### config.mk
export PLATFORM = sky130hd
export DESIGN_NAME = sort_seq_ctrl
export DESIGN_NICKNAME = d
export VERILOG_FILES = /design/src/rtl/sort_seq_ctrl.sv
export SDC_FILE = /design/constraint.sdc
export NUM_CORES = 1
export LEC_CHECK = 0
export BUFFER_PORTS_ARGS = -buffer_cell sky130_fd_sc_hd__buf_4
export CORE_UTILIZATION = 35
export DETAILED_ROUTE_END_ITERATION = 16
export GPL_TIMING_DRIVEN = 0
export SLEW_MARGIN = 5
export SYNTH_ARGS = -nofsm -noshare
export SYNTH_HDL_FRONTEND = slang
export SYNTH_SLANG_ARGS = --single-unit
### constraint.sdc
create_clock -name clk -period 5.2 [get_ports clk]
set_input_delay 0.52 -clock clk [delete_from_list [all_inputs] [get_ports clk]]
set_output_delay 0.52 -clock clk [all_outputs]
set_load 0.01 [all_outputs]
### src/rtl/sort_seq_ctrl.sv
// sort_seq_ctrl: loads N words into an external single-port RAM, bubble-sorts them in place
// (ascending, stable, early exit on a clean pass), then streams them out.
module sort_seq_ctrl #(
    parameter int ADDR_W = 3,
    parameter int DATA_W = 16
) (
    input  logic              clk,
    input  logic              rst,
    input  logic              in_valid,
    input  logic [DATA_W-1:0] in_data,
    output logic              in_ready,
    output logic              out_valid,
    output logic [DATA_W-1:0] out_data,
    output logic              out_last,
    input  logic              out_ready,
    output logic              busy,
    output logic              ram_we,
    output logic [ADDR_W-1:0] ram_addr,
    output logic [DATA_W-1:0] ram_din,
    input  logic [DATA_W-1:0] ram_dout
);
    localparam int N = 2 ** ADDR_W;
    localparam logic [ADDR_W-1:0] LAST = ADDR_W'(N - 1);
    localparam logic [ADDR_W-1:0] LAST_PASS = ADDR_W'(N - 2);

    typedef enum logic [2:0] {LOAD, RD_A, RD_B, WR_A, WR_B, ADV, OUT} state_t;

    state_t            state, nxt;
    logic [ADDR_W-1:0] wr_ptr, rd_ptr, j, pass, last_j;
    logic              swapped, done;
    logic [DATA_W-1:0] tmp_a, tmp_b;

    assign out_data = ram_dout;
    assign last_j   = LAST_PASS - pass;
    assign done     = !swapped || pass == LAST_PASS;

    always_comb begin
        nxt       = state;
        in_ready  = 1'b0;
        out_valid = 1'b0;
        out_last  = 1'b0;
        ram_we    = 1'b0;
        ram_addr  = j;
        ram_din   = tmp_b;
        busy      = 1'b1;
        case (state)
            LOAD: begin
                in_ready = 1'b1;
                busy     = 1'b0;
                ram_addr = wr_ptr;
                ram_din  = in_data;
                ram_we   = in_valid;
                nxt      = (in_valid && wr_ptr == LAST) ? RD_A : LOAD;
            end
            RD_A: nxt = RD_B;
            RD_B: begin
                ram_addr = j + 1'b1;
                nxt      = (tmp_a > ram_dout) ? WR_A : ADV;
            end
            WR_A: begin
                ram_we = 1'b1;
                nxt    = WR_B;
            end
            WR_B: begin
                ram_we   = 1'b1;
                ram_addr = j + 1'b1;
                ram_din  = tmp_a;
                nxt      = ADV;
            end
            ADV: nxt = (j < last_j || !done) ? RD_A : OUT;
            OUT: begin
                ram_addr  = rd_ptr;
                out_valid = 1'b1;
                out_last  = rd_ptr == LAST;
                nxt       = (out_ready && out_last) ? LOAD : OUT;
            end
            default: nxt = LOAD;
        endcase
    end

    always_ff @(posedge clk) begin
        if (rst) begin
            state   <= LOAD;
            wr_ptr  <= '0;
            rd_ptr  <= '0;
            j       <= '0;
            pass    <= '0;
            swapped <= 1'b0;
            tmp_a   <= '0;
            tmp_b   <= '0;
        end else begin
            state <= nxt;
            case (state)
                LOAD: if (in_valid) begin
                    wr_ptr <= wr_ptr + 1'b1;
                    if (wr_ptr == LAST) begin
                        j       <= '0;
                        pass    <= '0;
                        swapped <= 1'b0;
                    end
                end
                RD_A: tmp_a <= ram_dout;
                RD_B: tmp_b <= ram_dout;
                WR_B: swapped <= 1'b1;
                ADV: begin
                    if (j < last_j) begin
                        j <= j + 1'b1;
                    end else if (done) begin
                        rd_ptr <= '0;
                    end else begin
                        pass    <= pass + 1'b1;
                        j       <= '0;
                        swapped <= 1'b0;
                    end
                end
                OUT: if (out_ready) begin
                    rd_ptr <= rd_ptr + 1'b1;
                    if (rd_ptr == LAST) wr_ptr <= '0;
                end
                default: ;
            endcase
        end
    end
endmodule

==> out/metrics.yaml <==
routing:
  viasPerCell: 5.056
  dr.first_iter.drc_count: 120
  first_pass_iters: 4
  vias: 2998
  route.detailed.drc: 0
  drt-total-wl_mm: 8.637
  drtAntennaViolNets: 0
  wl_per_cell_um: 14.56
clock_network:
  cts_resized: 0
  clock-sinks: 48
  insertion_delay_ns: 0.31
  cts_max_level: 2
  clk_path_buf_depth: 2
  postCtsSetupBuffers: 0
  cts_hold_buffers: 0
  cts-root-buf: "clkbuf_8"
  path_clk_slew_ns: 0.09
  cts_buffers: 5
  cts_tree: "built"
grt:
  grt-ovfl-total: 0
  antenna_found_initial: 0
  grt_max_degree: 15
  grt_pass1_wl_mm: 13.94
  grt_pass1_vias: 2839
  grt.total_usage: 0.2012
synth:
  synthArstFlopShare: 0
  synth_edf_count: 0
  synth.avg_cell_area_um2: 7.464
  yosysSeqAreaShare: 0.3171
  ys_seq_elements: 48
  synth-compound-area-share: 0.2027
  yosysUniqueCellTypes: 49
  synth-xor-area-share: 0.005780
  synth_simple_gate_area_frac: 0.2122
  synth_mux_area_frac: 0.05987
  syn_nets: 467
  syn_area_um2: 3030
  ys_warn_count: 0
  synth_top_flop_cell: "dfxtp_1"
  synth_top_family_by_area: "simple AND/OR/NAND/NOR gates"
  synthAdderAreaFrac: 0.1032
  syn_inst: 406
worst_hold_path:
  whs_path_depth: 2
  min_from: "tmp_b[9]$_SDFFE_PP0P_"
  min_to: "tmp_b[9]$_SDFFE_PP0P_"
  worstHoldPathType: "reg2reg"
timing:
  clock_skew_ns: 0.008735
  rsz0062_at_grt: "no"
  hold_viol_final: 0
  drv_slew: 0
  finalSetupViolCount: 0
  worst_slew_pin_slew_ns: 0.5784
  fin_crit_sh: 0.4867
  fin_tns_setup_ns: 0
  maxSlewHeadroom: 0.6144
  period_minus_slack_ns: 2.531
  timing.fmax_ghz: 0.3952
critical_path:
  critical_path.reg2reg.startpoint: "pass[0]$_SDFFE_PP0P_"
  critPathRequiredTime_ns: 4.68
  path_cells: "or2_2 -> clkbuf_1 -> clkbuf_1 -> nand2_1 -> o21ai_0 -> buf_4"
  start_kind: "flip-flop"
  worst_path_max_delay_cell: "clkbuf_1"
  crit_top_cell: "clkbuf_1"
  rr_worst_depth: 8
  reg2reg_slack_ns: 3.03
  path_max_fanout: 10
  r2r_end: "j[2]$_SDFFE_PP0P_"
  cpPeakStageDelay_ns: 0.51
  setup.worst_path.end_class: "output port"
  criticalPathCategory: "reg2out"
  cp_data_arrival_time_ns: 2.01
placement:
  placed_cell_area_um2: 3717
  place_hpwl_mm: 6.525
  port_buffers: 74
  place.gp.congestion: 0.8194
run_status:
  outcome: "finished, final reports clean"
final_layout:
  diodes: 0
  layout-drive-gt1-share: 0.2316
  layout_common_cells: "96 x nand2_1, 91 x buf_4, 56 x a21oi_1, 48 x dfxtp_1, 26 x o21ai_0"
  fillCellCount: 842
  final_nets: 548
  syn2layout_area_growth_pct: 25.76
  mostFrequentLayoutCell: "nand2_1"
  final_area_um2: 3811
run:
  cap_viol_max_count: 0
floorplan:
  initial_core_util: 0.3651
  rows: 33
  core_um2: 8299
  die_x_um: 95.05
  die_y_um: 95.05
  io_pins: 76
  die_area_um2: 9035
pwr:
  irDropWorstVdd_mv: 0.1211
  power_density_nw_per_um2: 186.7
  p_leak_nw: 1.617
cell usage after synthesis, types with 5 or more instances:
library cell,instances,share of area
a21oi_1,56,0.092
buf_2,9,0.015
buf_4,17,0.042
clkbuf_1,12,0.015
dfxtp_1,48,0.32
ha_1,25,0.10
inv_1,21,0.026
mux2i_1,17,0.056
nand2_1,96,0.12
nand3_1,9,0.015
nand4_1,5,0.010
nor2_1,8,0.0099
o21ai_0,26,0.043
stage by stage:
step | hold slack (ns) | power [mW] | setup slack (ns) | util | cells
global placement | 0.4432 | 0.4795 | 2.858 | 0.4479 | 585
floorplan | 0.4366 | 0.4213 | 3.177 | - | 406
global route | 0.4626 | 0.7417 | 2.494 | 0.4592 | 593
finish | 0.4608 | 0.7116 | 2.669 | 0.4592 | 593
detailed placement | 0.4485 | 0.4804 | 2.873 | 0.4479 | 585
CTS | 0.4616 | 0.7168 | 2.661 | 0.4592 | 593
how the worst max path moves through the flow:
stage	startpoint	end	slack, ns	cells past startpoint
2_1_floorplan	ram_dout[1]	state[1]$_SDFF_PP0_	3.18	7
3_3_place_gp	ram_dout[15]	state[1]$_SDFF_PP0_	2.86	8
3_5_place_dp	ram_dout[15]	state[1]$_SDFF_PP0_	2.87	8
4_1_cts	state[1]$_SDFF_PP0_	ram_din[15]	2.66	5
5_1_grt	state[1]$_SDFF_PP0_	ram_din[2]	2.49	5
6_report	state[1]$_SDFF_PP0_	ram_din[0]	2.67	6
sequential cells by signal (all words and copies together) (netlist names):
name	count
j	3
pass	3
rd_ptr	3
state	3
swapped	1
tmp_a	16
tmp_b	16
wr_ptr	3
power breakdown:
part           internal, mW  switching (mW)
clock network         0.108           0.132
logic                0.0545          0.0462
registers             0.369         0.00172
kinds of logic (layout without fill, tap and decap cells):
logic type	count (synthesis)	in the layout
AND/OR/NAND/NOR	145	145
AO/OA/AOI/OAI	108	108
buffers and inverters	60	142
flip-flops	48	48
adder cells (fa/ha/maj)	25	25
multiplexers	18	18
XOR/XNOR	2	2
worst max-delay path: cells and delay by family, from the launching register on:
family,cells,cell delay [ns]
buf+inv,3,0.99
compound gates,1,0.10
simple gates,2,0.27
flops,1,0.36
area by class of cell:
type / instances / area, um2 / area share
multi-input combinational: 298 / 1769 / 0.4642
sequential: 48 / 960.9 / 0.2521
timing repair buffer: 74 / 555.5 / 0.1458
buffer: 39 / 221.5 / 0.05811
tap: 105 / 131.4 / 0.03447
clock buffer: 7 / 86.33 / 0.02265
inverter: 21 / 78.83 / 0.02068
clock inverter: 1 / 7.507 / 0.001970
routing by layer:
layer,vias to the layer above,part of all wire,track usage
met5,-,0,0
met4,0,0.0075,0.05177
met3,6,0.048,0.03509
met2,83,0.47,0.3297
met1,1369,0.47,0.2724
li1,1540,-,-
(Power assumes the default switching activity.)
